**src/rtl/scc_pkg.sv**
```systemverilog
// -----------------------------------------------------------------------------
// scc_pkg
// Shared defaults for the time-multiplexed wave-table tone generator.
//   SCC_FREQ_WIDTH : width of the per-channel frequency down-counter
//   SCC_ADDR_WIDTH : wave-table address width (table depth 2**SCC_ADDR_WIDTH)
//   SCC_CH_NUM     : number of channels sharing the step datapath
//   SCC_MIN_FREQ   : reload values below this freeze a channel
// -----------------------------------------------------------------------------
package scc_pkg;

    localparam int SCC_FREQ_WIDTH = 12;
    localparam int SCC_ADDR_WIDTH = 5;
    localparam int SCC_CH_NUM     = 5;
    localparam int SCC_MIN_FREQ   = 9;

endpackage : scc_pkg

```
**src/rtl/scc_tone_step.sv**
```systemverilog
// -----------------------------------------------------------------------------
// scc_tone_step
// Purely combinational next-state of one tone channel. The top instantiates it
// once and feeds it the counter/address of whichever channel owns the slot.
// Ports:
//   cnt       in  : current down-counter value
//   addr      in  : current wave-table address
//   f         in  : reload value (frequency count)
//   reset     in  : address-reset request for this channel
//   freeze    in  : channel frozen (reload value too small)
//   cnt_next  out : counter after this service
//   addr_next out : address after this service
// -----------------------------------------------------------------------------
module scc_tone_step
    import scc_pkg::*;
#(
    parameter int FREQ_WIDTH = SCC_FREQ_WIDTH,
    parameter int ADDR_WIDTH = SCC_ADDR_WIDTH
) (
    input  logic [FREQ_WIDTH-1:0] cnt,
    input  logic [ADDR_WIDTH-1:0] addr,
    input  logic [FREQ_WIDTH-1:0] f,
    input  logic                  reset,
    input  logic                  freeze,
    output logic [FREQ_WIDTH-1:0] cnt_next,
    output logic [ADDR_WIDTH-1:0] addr_next
);

    // Priority: reset > freeze > terminal count > count down.
    always_comb begin
        cnt_next  = cnt;
        addr_next = addr;
        if (reset) begin
            cnt_next  = f;
            addr_next = '0;
        end else if (freeze) begin
            cnt_next  = cnt;
            addr_next = addr;
        end else if (cnt == '0) begin
            // Reload rather than decrement: the counter never underflows, and
            // the address wraps naturally modulo 2**ADDR_WIDTH.
            cnt_next  = f;
            addr_next = addr + 1'b1;
        end else begin
            cnt_next  = cnt - 1'b1;
        end
    end

endmodule : scc_tone_step

```
**src/rtl/scc_tone_generator_mux.sv**
```systemverilog
// -----------------------------------------------------------------------------
// scc_tone_generator_mux
// Time-multiplexed N-channel wave-table tone generator. A slot counter walks
// the channels round-robin on each enable; the owning channel's counter and
// address are stepped by a single shared scc_tone_step instance. One
// (channel, pre-step address) pair is presented one clock after each enable.
// Ports:
//   nreset              in  : asynchronous reset, active low
//   clk                 in  : sole clock
//   enable              in  : slot strobe, one channel serviced per high cycle
//   reg_frequency_count in  : per-channel reload values, ch k at [k*FREQ_WIDTH +: FREQ_WIDTH]
//   address_reset       in  : per-channel single-cycle address-reset pulses
//   wave_valid          out : wave_channel / wave_address valid this cycle
//   wave_channel        out : channel of the presented address
//   wave_address        out : pre-step wave address of wave_channel
//   slot_sync           out : high with wave_valid when wave_channel == 0
// -----------------------------------------------------------------------------
module scc_tone_generator_mux
    import scc_pkg::*;
#(
    parameter  int CH_NUM     = SCC_CH_NUM,
    parameter  int FREQ_WIDTH = SCC_FREQ_WIDTH,
    parameter  int ADDR_WIDTH = SCC_ADDR_WIDTH,
    parameter  int MIN_FREQ   = SCC_MIN_FREQ,
    localparam int CH_W       = $clog2(CH_NUM)
) (
    input  logic                         nreset,
    input  logic                         clk,
    input  logic                         enable,
    input  logic [CH_NUM*FREQ_WIDTH-1:0] reg_frequency_count,
    input  logic [CH_NUM-1:0]            address_reset,
    output logic                         wave_valid,
    output logic [CH_W-1:0]              wave_channel,
    output logic [ADDR_WIDTH-1:0]        wave_address,
    output logic                         slot_sync
);

    localparam logic [FREQ_WIDTH-1:0] MIN_F     = FREQ_WIDTH'(MIN_FREQ);
    localparam logic [CH_W-1:0]       LAST_SLOT = CH_W'(CH_NUM - 1);

    logic [CH_W-1:0]       r_slot;
    logic [CH_NUM-1:0]     r_pend;
    logic [FREQ_WIDTH-1:0] r_cnt  [CH_NUM];
    logic [ADDR_WIDTH-1:0] r_addr [CH_NUM];

    logic                  r_wave_valid;
    logic [CH_W-1:0]       r_wave_channel;
    logic [ADDR_WIDTH-1:0] r_wave_address;
    logic                  r_slot_sync;

    logic [FREQ_WIDTH-1:0] w_freq [CH_NUM];
    logic [FREQ_WIDTH-1:0] w_cur_freq;
    logic [FREQ_WIDTH-1:0] w_cur_cnt;
    logic [ADDR_WIDTH-1:0] w_cur_addr;
    logic                  w_reset;
    logic                  w_freeze;
    logic [FREQ_WIDTH-1:0] w_cnt_next;
    logic [ADDR_WIDTH-1:0] w_addr_next;
    logic [CH_NUM-1:0]     w_pend_next;
    logic [CH_W-1:0]       w_slot_next;

    // Unpack the flat frequency bus into one entry per channel.
    for (genvar gi = 0; gi < CH_NUM; gi++) begin : g_freq
        assign w_freq[gi] = reg_frequency_count[gi*FREQ_WIDTH +: FREQ_WIDTH];
    end

    // Operand mux for the shared step datapath.
    assign w_cur_freq = w_freq[r_slot];
    assign w_cur_cnt  = r_cnt[r_slot];
    assign w_cur_addr = r_addr[r_slot];
    // A pulse arriving in the channel's own slot is applied straight away.
    assign w_reset    = r_pend[r_slot] | address_reset[r_slot];
    assign w_freeze   = (w_cur_freq < MIN_F);

    scc_tone_step #(
        .FREQ_WIDTH (FREQ_WIDTH),
        .ADDR_WIDTH (ADDR_WIDTH)
    ) u_step (
        .cnt       (w_cur_cnt),
        .addr      (w_cur_addr),
        .f         (w_cur_freq),
        .reset     (w_reset),
        .freeze    (w_freeze),
        .cnt_next  (w_cnt_next),
        .addr_next (w_addr_next)
    );

    // Requests are latched every cycle; the serviced bit is cleared after the
    // OR so a same-slot pulse is consumed and never re-latched.
    always_comb begin
        w_pend_next = r_pend | address_reset;
        if (enable) begin
            w_pend_next[r_slot] = 1'b0;
        end
    end

    assign w_slot_next = (r_slot == LAST_SLOT) ? '0 : r_slot + 1'b1;

    always_ff @(posedge clk or negedge nreset) begin
        if (!nreset) begin
            r_slot         <= '0;
            r_pend         <= '0;
            r_wave_valid   <= 1'b0;
            r_wave_channel <= '0;
            r_wave_address <= '0;
            r_slot_sync    <= 1'b0;
            for (int i = 0; i < CH_NUM; i++) begin
                r_cnt[i]  <= '0;
                r_addr[i] <= '0;
            end
        end else begin
            r_pend       <= w_pend_next;
            r_wave_valid <= enable;
            r_slot_sync  <= enable && (r_slot == '0);
            if (enable) begin
                r_slot         <= w_slot_next;
                r_cnt[r_slot]  <= w_cnt_next;
                r_addr[r_slot] <= w_addr_next;
                r_wave_channel <= r_slot;
                // Present the address as it was before this service's step.
                r_wave_address <= w_cur_addr;
            end
        end
    end

    assign wave_valid   = r_wave_valid;
    assign wave_channel = r_wave_channel;
    assign wave_address = r_wave_address;
    assign slot_sync    = r_slot_sync;

endmodule : scc_tone_generator_mux

```
**config.mk**
```make
export PLATFORM = sky130hd
export DESIGN_NAME = scc_tone_generator_mux
export DESIGN_NICKNAME = d
export VERILOG_FILES = /design/src/rtl/scc_pkg.sv /design/src/rtl/scc_tone_step.sv /design/src/rtl/scc_tone_generator_mux.sv
export SDC_FILE = /design/constraint.sdc
export NUM_CORES = 1
export LEC_CHECK = 0
export ABC_AREA = 1
export BUFFER_PORTS_ARGS = -buffer_cell sky130_fd_sc_hd__buf_2
export CAP_MARGIN = 10
export CORE_ASPECT_RATIO = 1.2
export CORE_MARGIN = 4
export CORE_UTILIZATION = 40
export DETAILED_ROUTE_END_ITERATION = 16
export PLACE_DENSITY_LB_ADDON = 0.3
export SYNTH_ARGS = -nofsm -noshare
export SYNTH_HDL_FRONTEND = slang
export SYNTH_SLANG_ARGS = --single-unit
```
**constraint.sdc**
```tcl
create_clock -name clk -period 2.4 [get_ports clk]
set_input_delay 0.12 -clock clk [delete_from_list [all_inputs] [get_ports clk]]
set_output_delay 0.12 -clock clk [all_outputs]
set_load 0.005 [all_outputs]
```
Word level (Yosys, flattened, before mapping):

Index checks and enable logic that the tools add are counted.
W data, S select, Z words.

* word-level logic and storage cells: 64
* bits in registers: 103
* input port bits: 68

* reduce and logical (&&, ||, !) cells: 5
* equal/unequal tests: 1
* bitwise gates (word level): 5
* $add $sub $neg: 3
* order comparisons: 5
* multiplexer cells: 29

Operators with widths (number)
* $mux W12: 8
* $bmux W12 S3: 2
* $bwmux W60: 1
* $demux W12 S3: 1
* $mux W5: 7
* $bwmux W25: 1
* $bmux W5 S3: 1
* $demux W5 S3: 1
* $logic_not A12 Y1: 1
* $lt A12 B4 Y1 const B: 1
* $sub A12 B1 Y12 const B: 1
* $bmux W1 S3: 2
* $add A5 B1 Y5 const B: 1
* $and A5 B5 Y5: 1
* $not A5 Y5: 1
* $or A5 B5 Y5: 1
* $ge A4 B4 Y1 const B: 1
* $lt A3 B4 Y1 const B: 1
* $lt A4 B1 Y1 const B: 1
* $not A3 Y4: 1
* $add A3 B1 Y3 const B: 1
* $demux W1 S3: 1
* $eq A3 B3 Y1 const B: 1
* $ge A3 B1 Y1 const B: 1
* 5 further kinds: 9

Logic depth before layout (Yosys ltp):

* depth in word-level cells: 9
* depth in mapped cells: 22
* depth with buffers taken out: 18

By module:

A second synthesis with hierarchy kept.

* cell total of the unflattened synthesis: 837
* area total of the unflattened synthesis: 5997.0 um^2

By module, submodules not included
* scc_tone_generator_mux: area an instance 5159.9 um^2, instances 1, cells each 666
* scc_tone_step: area an instance 837.1 um^2, instances 1, cells each 171

Worst setup path before layout:

OpenSTA, ideal clock, no wires.

* path type: reg2reg
* start: register r_slot[0]
* end: register r_addr[16] (netlist bit)
* clock period less this slack: 2.456 ns
* cell stages (with the launch flop): 19
* required time: 2.271 ns
* library setup time: 0.129 ns
* path buffers: 4
* arrival: 2.326 ns
* slack: -0.056 ns
* cells stage by stage: dfrtp_1 > buf_4 > buf_6 > buf_6 > buf_6 > nor2_1 > nor2_1 > o21ai_1 > nand3_1 > inv_1 > ha_1 > nand2_1 > nor2_4 > nand2_4 > nor2_8 > inv_2 > or2_1 > nand2_4 > o21ai_2

* cells in the longest elaborated chain, start to end: 9
* elaborated cells between the ends (all ways): 27
* classes of those cells: 1 x add/sub; 3 x order compare; 19 x mux; 2 x bitwise; 2 x reduce/logical

RTL lines
* start, declared: line scc_tone_generator_mux.sv:41 `logic [CH_W-1:0] r_slot;`
* start signal, assigned: line scc_tone_generator_mux.sv:116 `r_slot <= w_slot_next;`
* $not A3 Y4 (implied by the code)
* $bmux W5 S3 / $bmux W12 S3 (equally long branches): line scc_tone_generator_mux.sv:70, scc_tone_generator_mux.sv:69
* $mux W5 (implied by the code) / $mux W12 (equally long branches) (2 in series): line scc_tone_generator_mux.sv:70, scc_tone_generator_mux.sv:69
* $add A5 B1 Y5 / $logic_not A12 Y1 (equally long branches): line scc_tone_step.sv:43, scc_tone_step.sv:39
* $mux W5: line scc_tone_step.sv:39 `end else if (cnt == '0) begin`
* $mux W5: line scc_tone_step.sv:36 `end else if (freeze) begin`
* $mux W5: line scc_tone_step.sv:33 `if (reset) begin`
* $bwmux W25 (*): line scc_tone_generator_mux.sv:118 `r_addr[r_slot] <= w_addr_next;`
* end signal, assigned by index: line scc_tone_generator_mux.sv:118
* end, declared: line scc_tone_generator_mux.sv:44 `logic [ADDR_WIDTH-1:0] r_addr [CH_NUM];`

Every way passes the cells marked *; elsewhere a longest branch is shown, timed or not. The select of a mux whose other input is x is not followed.
A chain may end at the register's enable or synchronous reset.

Worst setup path in the final report:

* start: register r_slot[0]
* end: register r_addr[21] (netlist bit)

Same word-level chain as after synthesis.

==> summary.txt <==
STA
  – RSZ-0062 raised after global routing: yes
  – Final max-slew violation count: 0
  – Max Clock Freq: 0.407 GHz
  – Relative slew slack: 0.365
  – Final min period: 2.46 ns
  – Hold Fails Final Rpt: 0
  – Final TNS setup: -0.555 ns
  – WHS: 0.0191 ns
  – Worst-Margin Slew: 0.951 ns
  – Clk_skew: 0.0110 ns
  – Final worst slack: -0.0583 ns
  – Final-report setup violation count: 23
  – Final cycle utilization of the critical path: 1.02

Setup path
  – Worst-path maximum fanout: 11
  – Cell Chain, Critical Path: buf_12 > buf_12 > o211ai_1 > nand3_2 > nor2_4 > nand2_4 > nor2_4 > nand2_4 > nor2_8 > inv_4 > or2_4 > nand2_4 > o21ai_2
  – Reg2Reg Depth: 13
  – Startpoint Class: flop
  – CP Data Required Time: 2.60 ns
  – Crit path kind: reg2reg
  – Worst Setup End Kind: flop
  – Crit path DAT: 2.66 ns
  – Top cell by count, worst path: nand2_4
  – Critical Path Slowest Stage Cell: dfrtp_2
  – CP peak stage delay: 0.46 ns

Run status
  – Failing checks: negative setup slack
  – Outcome: complete, but fails checks

Run
  – Max-Cap Viols: 0

Global route
  – Met2 usage: 0.375
  – Met1 global-route usage: 0.294
  – Global-route wire length before repair: 31.8 mm
  – GRT Overall Usage: 0.226
  – GR Layer Usage met3: 0.0366
  – GRT overflow: 0
  – Initial antenna violation count: 0
  – Pin count of the biggest net entering global routing: 41
  – Vias in the first global route: 6,209
  – Global routing's busiest layer: met2

CTS
  – Worst skew pair latency: 0.36 ns
  – Clk buf depth: 2
  – Clock buffer count from CTS: 9
  – Clock root cell: clkbuf_16
  – Clock-pin slew of the registers on the worst-case setup and hold paths: 0.07 ns
  – CTS tree: built
  – H-Tree Depth: 3
  – Clock sink count: 103

Floorplan
  – I/O Pins: 78
  – Chip width: 122 um
  – # rows: 49
  – DIE AREA: 17,800 um2
  – Core region area: 15,200 um2
  – Die Y: 145 um
  – Initial Util: 0.413

Place
  – Pre-CTS setup slack: -0.115 ns
  – RD Place Congestion: 0.981
  – Placed Cells: 1,213
  – Dpl hpwl: 13.8 mm
  – IO Port Bufs: 77

Hold path
  – Worst Hold Path Cells: 3
  – Hold Crit Class: in2reg

Detailed routing
  – Total Wirelength: 20.7 mm
  – Antenna viol nets, final: 0
  – Routed via count: 6,573
  – Wire length per cell: 16.3 um
  – DRT iter0 DRCs: 565
  – Pre-Repair DR Iteration Count: 5
  – Via/cell ratio: 5.20
  – Residual DRC: 0

Yosys
  – Synthesized area: 6280 um2
  – Syn_nets: 977
  – Synth warn: 0
  – Distinct cells, synth: 37
  – Post-synthesis sequential area ratio: 0.410
  – Syn avg cell area: 6.95 um2
  – Post-Syn Instances: 904
  – Post-synthesis register bit count: 103

Final layout
  – Area grow syn2layout: 34.7%
  – Commonest non-fill, non-tap cell in the layout: nand2_1
  – N_diodes: 0
  – Share of cells above drive strength 1: 0.293
  – Non-filler cells, final: 1,265
  – Sequential cell area: 2580 um2
  – Filler cells: 1,450
  – Nets: 1,129
  – Area taken by multi-input logic gates: 3450 um2
  – Commonest cells after routing, fill and taps aside: nand2_1 (319), dfrtp_1 (101), nor2_1 (81), buf_4 (80), buf_2 (76)

Pwr
  – Leak: 4.44 nW
  – Peak supply drop: 0.747 mV
  – P per Cell Area: 1610 nW/um2
==> flip-flops by register name, indices dropped and copies added, names as in the netlist <==
register	cells
r_slot	3
wave_valid	1
wave_channel	3
r_addr	25
slot_sync	1
r_cnt	60
wave_address	5
r_pend	5
==> routing by layer <==
layer | wire (um) | part of all wire
met1 | 8600 | 0.42
met4 | 556 | 0.027
met2 | 10100 | 0.49
met5 | 0 | 0
met3 | 1410 | 0.068
==> worst max-delay path, delay by kind of cell (launching register included) <==
family                 cells  cell delay [ns]
DFF                        1             0.46
buffers and inverters      3             0.37
and+or+nand+nor            8             1.12
AOI/OAI and AO/OA          2             0.33
==> power by group <==
group,switching [mW],internal (mW)
clock network,0.670,0.869
logic,5.53,3.77
registers,0.387,2.41
==> synth_stat cells (all sizes together) <==
cell type    n  share of area
nand3       99          0.084
o21ai       55          0.049
nor3         7         0.0056
nand3b       4         0.0048
clkbuf      17          0.010
ha           5          0.010
buf         28          0.030
a21oi        4         0.0038
clkinv       1         0.0014
o211ai      18          0.022
o221ai       2         0.0028
or2          7         0.0074
xnor2        1         0.0014
nor4         1         0.0010
nand4       20          0.020
inv         80          0.049
nand2      343           0.21
and3         1         0.0010
xor2         2         0.0028
nor2       106          0.074
dfrtp      103           0.41
==> final cells by class <==
class / count / share of cell area
Clock buffer: 12 / 0.0303
Clock inverter: 4 / 0.00606
Inverter: 81 / 0.0386
Multi-Input combinational cell: 675 / 0.408
Sequential cell: 103 / 0.305
Tap cell: 204 / 0.0302
Timing Repair Buffer: 186 / 0.182
==> logic make-up (layout without fill, tap and decap cells) <==
logic type | count (synthesis) | count (layout) | share of synthesized area
fa+ha+maj | 5 | 5 | 0.00996
flops | 103 | 103 | 0.410
simple gates | 588 | 588 | 0.409
xor+xnor | 3 | 3 | 0.00418
buf+inv | 126 | 283 | 0.0902
compound gates | 79 | 79 | 0.0767
==> path summary, 6_finish.rpt <==
check | start | end | slack [ns]
worst max register to register | r_slot[0]$_DFFE_PN0P_ | r_addr[21]$_DFFE_PN0P_ | -0.06
worst min register to register | wave_address[3]$_DFFE_PN0P_ | wave_address[3]$_DFFE_PN0P_ | 0.47
worst max-delay path | r_slot[0]$_DFFE_PN0P_ | r_addr[21]$_DFFE_PN0P_ | -0.06
worst min-delay path | address_reset[0] | r_pend[0]$_DFF_PN0_ | 0.02
max in group asynchronous | nreset | r_cnt[26]$_DFFE_PN0P_ | 1.51
min in group asynchronous | nreset | r_slot[2]$_DFFE_PN0P_ | 0.30
==> what timing repair did <==
action / CTS / global route
endpoints found under the hold margin: 39 / 0
setup endpoints to repair: 74 / 85
cloned: 3 / 4
hold buffers: 2 / 0
gates resized for setup: 38 / 59
buffers inserted: 18 / 9
pin swaps: 24 / 37
==> per-stage QoR <==
| step | util | instance area, um2 | total power [mW] |
|---|---|---|---|
| after floorplan | - | 6290 | 7.56 |
| after global placement | 0.482 | 7330 | 10.2 |
| after global routing | 0.556 | 8460 | 14.6 |
| after CTS | 0.530 | 8060 | 12.7 |
| after detailed placement | 0.482 | 7330 | 10.2 |
| final | 0.556 | 8460 | 13.6 |
Note: power is estimated with default switching activity, not from simulation.
